`src/rtl/mips_main_ctrl.sv`:
```
// Multi-cycle MIPS main control FSM: sequences fetch/decode/execute/memory/writeback and counts retired instructions.
// Optional feature: define ADDI_EN to make opcode 001000 (addi) legal.
module mips_main_ctrl #(
  parameter int CNT_W = 32
) (
  input  logic             clk,
  input  logic             rst_n,
  input  logic [5:0]       opcode,
  input  logic             zero,
  input  logic             mem_ready,
  output logic             pc_write,
  output logic             pc_write_cond,
  output logic             i_or_d,
  output logic             mem_read,
  output logic             mem_write,
  output logic             ir_write,
  output logic             mem_to_reg,
  output logic             reg_dst,
  output logic             reg_write,
  output logic             alu_src_a,
  output logic [1:0]       alu_src_b,
  output logic [1:0]       alu_op,
  output logic [1:0]       pc_src,
  output logic             illegal_op,
  output logic [CNT_W-1:0] instr_cnt
);

  localparam logic [5:0] OP_R    = 6'b000000;
  localparam logic [5:0] OP_LW   = 6'b100011;
  localparam logic [5:0] OP_SW   = 6'b101011;
  localparam logic [5:0] OP_BEQ  = 6'b000100;
  localparam logic [5:0] OP_J    = 6'b000010;
  localparam logic [5:0] OP_ADDI = 6'b001000;

  typedef enum logic [3:0] {
    S_FETCH  = 4'd0,
    S_DECODE = 4'd1,
    S_MEMADR = 4'd2,
    S_MEMRD  = 4'd3,
    S_MEMWB  = 4'd4,
    S_MEMWR  = 4'd5,
    S_EXEC   = 4'd6,
    S_ALUWB  = 4'd7,
    S_BRANCH = 4'd8,
    S_JUMP   = 4'd9,
    S_ADDIEX = 4'd10,
    S_ADDIWB = 4'd11
  } state_t;

  state_t           state_r;
  state_t           next_s;
  logic [CNT_W-1:0] instr_cnt_r;
  logic             retire_s;

  logic       pc_write_s;
  logic       pc_write_cond_s;
  logic       i_or_d_s;
  logic       mem_read_s;
  logic       mem_write_s;
  logic       ir_write_s;
  logic       mem_to_reg_s;
  logic       reg_dst_s;
  logic       reg_write_s;
  logic       alu_src_a_s;
  logic [1:0] alu_src_b_s;
  logic [1:0] alu_op_s;
  logic [1:0] pc_src_s;
  logic       illegal_op_s;

  // The branch decision (pc_write_cond & zero) is formed in the datapath, not here.
  logic unused_zero_s;
  assign unused_zero_s = zero;

  function automatic logic op_legal(input logic [5:0] op);
    case (op)
      OP_R, OP_LW, OP_SW, OP_BEQ, OP_J: op_legal = 1'b1;
`ifdef ADDI_EN
      OP_ADDI:                          op_legal = 1'b1;
`endif
      default:                          op_legal = 1'b0;
    endcase
  endfunction

  // State register
  always_ff @(posedge clk or negedge rst_n) begin
    if (!rst_n) begin
      state_r <= S_FETCH;
    end else begin
      state_r <= next_s;
    end
  end

  // Next-state logic; unused encodings fall back to FETCH
  always_comb begin
    next_s = S_FETCH;
    case (state_r)
      S_FETCH: begin
        if (mem_ready) next_s = S_DECODE;
        else           next_s = S_FETCH;
      end
      S_DECODE: begin
        case (opcode)
          OP_LW, OP_SW: next_s = S_MEMADR;
          OP_R:         next_s = S_EXEC;
          OP_BEQ:       next_s = S_BRANCH;
          OP_J:         next_s = S_JUMP;
`ifdef ADDI_EN
          OP_ADDI:      next_s = S_ADDIEX;
`endif
          default:      next_s = S_FETCH;
        endcase
      end
      S_MEMADR: begin
        if (opcode == OP_SW)      next_s = S_MEMWR;
        else if (opcode == OP_LW) next_s = S_MEMRD;
        else                      next_s = S_FETCH;
      end
      S_MEMRD: begin
        if (mem_ready) next_s = S_MEMWB;
        else           next_s = S_MEMRD;
      end
      S_MEMWR: begin
        if (mem_ready) next_s = S_FETCH;
        else           next_s = S_MEMWR;
      end
      S_EXEC:   next_s = S_ALUWB;
`ifdef ADDI_EN
      S_ADDIEX: next_s = S_ADDIWB;
`endif
      default:  next_s = S_FETCH;
    endcase
  end

  // Moore output decode (FETCH ir_write/pc_write follow mem_ready)
  always_comb begin
    pc_write_s      = 1'b0;
    pc_write_cond_s = 1'b0;
    i_or_d_s        = 1'b0;
    mem_read_s      = 1'b0;
    mem_write_s     = 1'b0;
    ir_write_s      = 1'b0;
    mem_to_reg_s    = 1'b0;
    reg_dst_s       = 1'b0;
    reg_write_s     = 1'b0;
    alu_src_a_s     = 1'b0;
    alu_src_b_s     = 2'b00;
    alu_op_s        = 2'b00;
    pc_src_s        = 2'b00;
    illegal_op_s    = 1'b0;
    retire_s        = 1'b0;
    case (state_r)
      S_FETCH: begin
        mem_read_s  = 1'b1;
        alu_src_b_s = 2'b01;
        ir_write_s  = mem_ready;
        pc_write_s  = mem_ready;
      end
      S_DECODE: begin
        alu_src_b_s  = 2'b11;
        illegal_op_s = ~op_legal(opcode);
      end
      S_MEMADR: begin
        alu_src_a_s = 1'b1;
        alu_src_b_s = 2'b10;
      end
      S_MEMRD: begin
        mem_read_s = 1'b1;
        i_or_d_s   = 1'b1;
      end
      S_MEMWB: begin
        reg_write_s  = 1'b1;
        mem_to_reg_s = 1'b1;
        retire_s     = 1'b1;
      end
      S_MEMWR: begin
        mem_write_s = 1'b1;
        i_or_d_s    = 1'b1;
        retire_s    = mem_ready;
      end
      S_EXEC: begin
        alu_src_a_s = 1'b1;
        alu_op_s    = 2'b10;
      end
      S_ALUWB: begin
        reg_write_s = 1'b1;
        reg_dst_s   = 1'b1;
        retire_s    = 1'b1;
      end
      S_BRANCH: begin
        alu_src_a_s     = 1'b1;
        alu_op_s        = 2'b01;
        pc_write_cond_s = 1'b1;
        pc_src_s        = 2'b01;
        retire_s        = 1'b1;
      end
      S_JUMP: begin
        pc_write_s = 1'b1;
        pc_src_s   = 2'b10;
        retire_s   = 1'b1;
      end
`ifdef ADDI_EN
      S_ADDIEX: begin
        alu_src_a_s = 1'b1;
        alu_src_b_s = 2'b10;
      end
      S_ADDIWB: begin
        reg_write_s = 1'b1;
        retire_s    = 1'b1;
      end
`endif
      default: begin
        retire_s = 1'b0;
      end
    endcase
  end

  // Retired-instruction counter, wraps naturally
  always_ff @(posedge clk or negedge rst_n) begin
    if (!rst_n) begin
      instr_cnt_r <= '0;
    end else if (retire_s) begin
      instr_cnt_r <= instr_cnt_r + CNT_W'(1);
    end else begin
      instr_cnt_r <= instr_cnt_r;
    end
  end

  // The state register resets to FETCH, so outputs are masked directly while reset is held.
  assign pc_write      = pc_write_s      & rst_n;
  assign pc_write_cond = pc_write_cond_s & rst_n;
  assign i_or_d        = i_or_d_s        & rst_n;
  assign mem_read      = mem_read_s      & rst_n;
  assign mem_write     = mem_write_s     & rst_n;
  assign ir_write      = ir_write_s      & rst_n;
  assign mem_to_reg    = mem_to_reg_s    & rst_n;
  assign reg_dst       = reg_dst_s       & rst_n;
  assign reg_write     = reg_write_s     & rst_n;
  assign alu_src_a     = alu_src_a_s     & rst_n;
  assign alu_src_b     = alu_src_b_s     & {2{rst_n}};
  assign alu_op        = alu_op_s        & {2{rst_n}};
  assign pc_src        = pc_src_s        & {2{rst_n}};
  assign illegal_op    = illegal_op_s    & rst_n;
  assign instr_cnt     = instr_cnt_r;

endmodule

```
`config.mk`:
```
export PLATFORM = sky130hd
export DESIGN_NAME = mips_main_ctrl
export DESIGN_NICKNAME = d
export VERILOG_FILES = /design/src/rtl/mips_main_ctrl.sv
export SDC_FILE = /design/constraint.sdc
export NUM_CORES = 1
export LEC_CHECK = 0
export CORE_ASPECT_RATIO = 0.8
export CORE_MARGIN = 8
export CORE_UTILIZATION = 48
export CTS_BUF_LIST = sky130_fd_sc_hd__clkbuf_4
export DETAILED_ROUTE_END_ITERATION = 7
export PLACE_DENSITY = 0.81
export SKIP_LAST_GASP = 1
export SLEW_MARGIN = 25
export SYNTH_ARGS = -nofsm -noshare
export SYNTH_HDL_FRONTEND = slang
export SYNTH_SLANG_ARGS = --single-unit
```
`constraint.sdc`:
```
create_clock -name clk -period 2.09 [get_ports clk]
set_input_delay 0.418 -clock clk [delete_from_list [all_inputs] [get_ports clk]]
set_output_delay 0.418 -clock clk [all_outputs]
set_load 0.01 [all_outputs]
```
==> summary.md <==
| Metric | Value |
|---|---|
| Status | finished with violations |
| Failing checks | setup timing |
| Crit Path Category | in -> out |
| Nets | between 300 and 400 |
| Crit-path max FO | 2 |
| Uppermost routed layer | met4 |
| Final hold vios | 0 |
| Clock-pin slew on the worst setup and hold paths | roughly 0.11 ns |
| Crit path cell chain | clkdlybuf4s50_1 -> or4_4 -> a21oi_2 -> nor3_1 -> clkbuf_2 |
| Hold crit path type | in -> async |
| Worst Path Required | 1.67 ns |
| Main flop type after synthesis | dfrtp_1 |
| Worst r2r path cells | 8 |
| Core area | 0.003854 mm^2 |
| Max Root-Sink Buffers | 2 |
| Routability cong. | between 0.8 and 0.9 |
| WHS | 0.05599 ns |
| Largest net degree at the start of global routing | 24 |
| Worst VDD drop | 373.5 uV |
| Die area | 0.006386 mm^2 |
| Grt total ovfl | 0 |
| Routed Antenna Nets | 0 |
| Routed met2 length | roughly 2800 um |
| Startpoint types | primary input |
| Initial DRT Pass Iterations | 4 |
| Die Height | around 73 um |
| Max-slew headroom | 71.89% |
| Yosys warnings | 0 |
| Via count | 1994 |
| Final Non-Filler Cells | roughly 360 |
| Rows | 20 |
| Final max-slew violation count | 0 |
| Post-synth EDFFs | 0 |
| Worst Tran Pin Value | 0.4188 ns |
| Post-Route Skew | 0.007794 ns |
| Share of cells above drive strength 1 | 26.95% |
| CTS tree | built |
| GRT Total Usage | roughly 18% |
| Syn Nets | around 220 |
| Setup Viol. Count Final | 1 |
| Worst setup EP type | output pin |
| First-pass GRT wire length | 8942 um |
| Maxcap violations | 0 |
| Avg Cell Area, Syn | 9.447 um^2 |
| Routed vias/inst | 5.493 |
| CTS Root Cell | clkbuf_4 |
| Number of H-tree levels | 2 |
| M1 wire length | 2624 um |
| RSZ-0062 raised after global routing | yes |
| Initial antenna violation count | 0 |
| Sequential area share after synthesis | 46.07% |
| P_leak | 1.375 nW |
| Horiz. Die Dim | 87.37 um |
| Initial Util | 50.75% |
| Slowest cell on crit path | or4_4 |
| Crit path largest cell delay | 0.57 ns |
| DRC Markers | 0 |
| FF+latch count, synth | 36 |
| Post-Syn Area | 0.001956 mm^2 |
| Total Wirelength | slightly below 6000 um |
| Period Utilization, post-route | 102.9% |
| DP Worst Slack | -0.4086 ns |
| Routed len/inst | between 15 and 20 um |
| Most common cell after layout, fill and taps aside | clkdlybuf4s50_1 |
| Initial drt markers | 168 |
| Fillers | 260 |
| Setup_tns | -0.06059 ns |
| Vias in the first global route | 1918 |
| DP Wirelength | between 4000 and 5000 um |
| Final min period | 2.151 ns |
| Worst-Skew Late Latency | 0.35 ns |
| Synth cell types | 34 |
| Top-level I/O count | between 50 and 60 |
| Synth Instances | slightly above 200 |
| Post-synth ARST share | 100.0% |
| Area Growth Syn to Fin | 54.64% |
| DR WL met3 | around 380 um |
| Placed Cells | 345 |
| Max Clock Freq | 0.4650 GHz |
| Critical path arrival | 1.73 ns |
| ANT cells | 0 |
| Final worst-path setup slack | -0.06059 ns |
| # clock sinks | 36 |
| Port Buf Inserts | 57 |
| Most frequent cells in the layout | 39 x clkdlybuf4s50_1, 38 x buf_4, 34 x dfrtp_1 |
| Pwr dens | 472.1 mW/mm^2 |
| CTS Buf Count | 5 |
-- cells by family (layout without fill, tap and decap cells) --
| family | after synthesis | count (layout) | share of synthesized area, % |
|---|---|---|---|
| xor+xnor | 32 | 32 | 14.33 |
| flops | 36 | 36 | 46.07 |
| mux | 1 | 1 | 0.5758 |
| buf+inv | 13 | 114 | 2.751 |
| simple gates | 104 | 104 | 27.96 |
| fa+ha+maj | 1 | 1 | 0.6397 |
| compound gates | 20 | 20 | 7.678 |
-- synth_stat cells (2+ instances only) --
master / instances / area share, %
or2_2: 3 / 0.96
nor3b_1: 3 / 1.2
nor2_1: 15 / 2.9
nor2b_1: 2 / 0.64
nand3_1: 10 / 2.6
or3_1: 2 / 0.64
nor3_1: 15 / 3.8
a21oi_1: 6 / 1.5
nor4_1: 8 / 2.6
o211ai_1: 3 / 1.2
clkbuf_1: 4 / 0.77
nand4_1: 10 / 3.2
o221ai_1: 2 / 0.90
and3_1: 3 / 0.96
nand2_1: 22 / 4.2
o21ai_0: 4 / 1.0
inv_1: 7 / 1.3
dfrtp_1: 36 / 46
or4_1: 3 / 1.2
xnor2_1: 17 / 7.6
nand2b_1: 5 / 1.6
xor2_1: 15 / 6.7
-- final timing paths --
| path | from | endpoint | slack (ns) |
|---|---|---|---|
| worst min register to register | instr_cnt[31] | instr_cnt[31] | 0.48 |
| worst max register to register | state_r[1] | instr_cnt[16] | 0.06 |
| max in group asynchronous | rst_n | state_r[1] | 1.38 |
| min in group clk | instr_cnt[31] | instr_cnt[31] | 0.48 |
| worst max-delay path | opcode[0] | illegal_op | -0.06 |
| worst min-delay path | rst_n | instr_cnt[4] | 0.06 |
-- timing repair --
| action | 4_1_cts | 5_1_grt |
|---|---|---|
| buffers inserted | 5 | 4 |
| pin swaps | 3 | 8 |
| hold buffers | 1 | 0 |
| setup endpoints to repair | 18 | 27 |
| endpoints found under the hold margin | 1 | 0 |
| resized for setup | 34 | 32 |
-- state kept, by name, indices dropped and copies added, names as in the netlist --
name,count
instr_cnt,32
state_r,4
-- stage by stage --
step	total power [W]	area, um^2	utilization [%]
floorplan	0.0008760	1956	-
global route	0.001498	3024	78.47
global placement	0.001029	2803	72.73
detailed placement	0.001036	2803	72.73
CTS	0.001416	2910	75.52
finish	0.001428	3024	78.47
-- worst max-delay path: cells and delay by family --
| family | cells | cell delay, ns |
|---|---|---|
| simple gates | 2 | 0.62 |
| buf+inv | 2 | 0.58 |
| compound gates | 1 | 0.12 |
-- report_power, final --
group,switching [W],internal [W]
combinational,0.000128,0.000148
clock,0.000242,0.000141
sequential,0.0000429,0.000726
-- routing by layer --
metal / vias up / global-route usage (%)
met5: - / 0
met3: 10 / 4.837
li1: 934 / -
met2: 82 / 27.94
met1: 968 / 22.13
met4: 0 / 7.795
-- layout make-up --
cell class	count	area [um^2]	share of cell area (%)
timing repair buffer	99	853.3	28.22
clock buffer	6	45.04	1.489
multi-input combinational	158	1116	36.91
inverter	7	26.28	0.8688
sequential	36	903.4	29.87
clock inverter	2	11.26	0.3724
tap	55	68.82	2.276
Note: power is estimated with default switching activity, not from simulation.
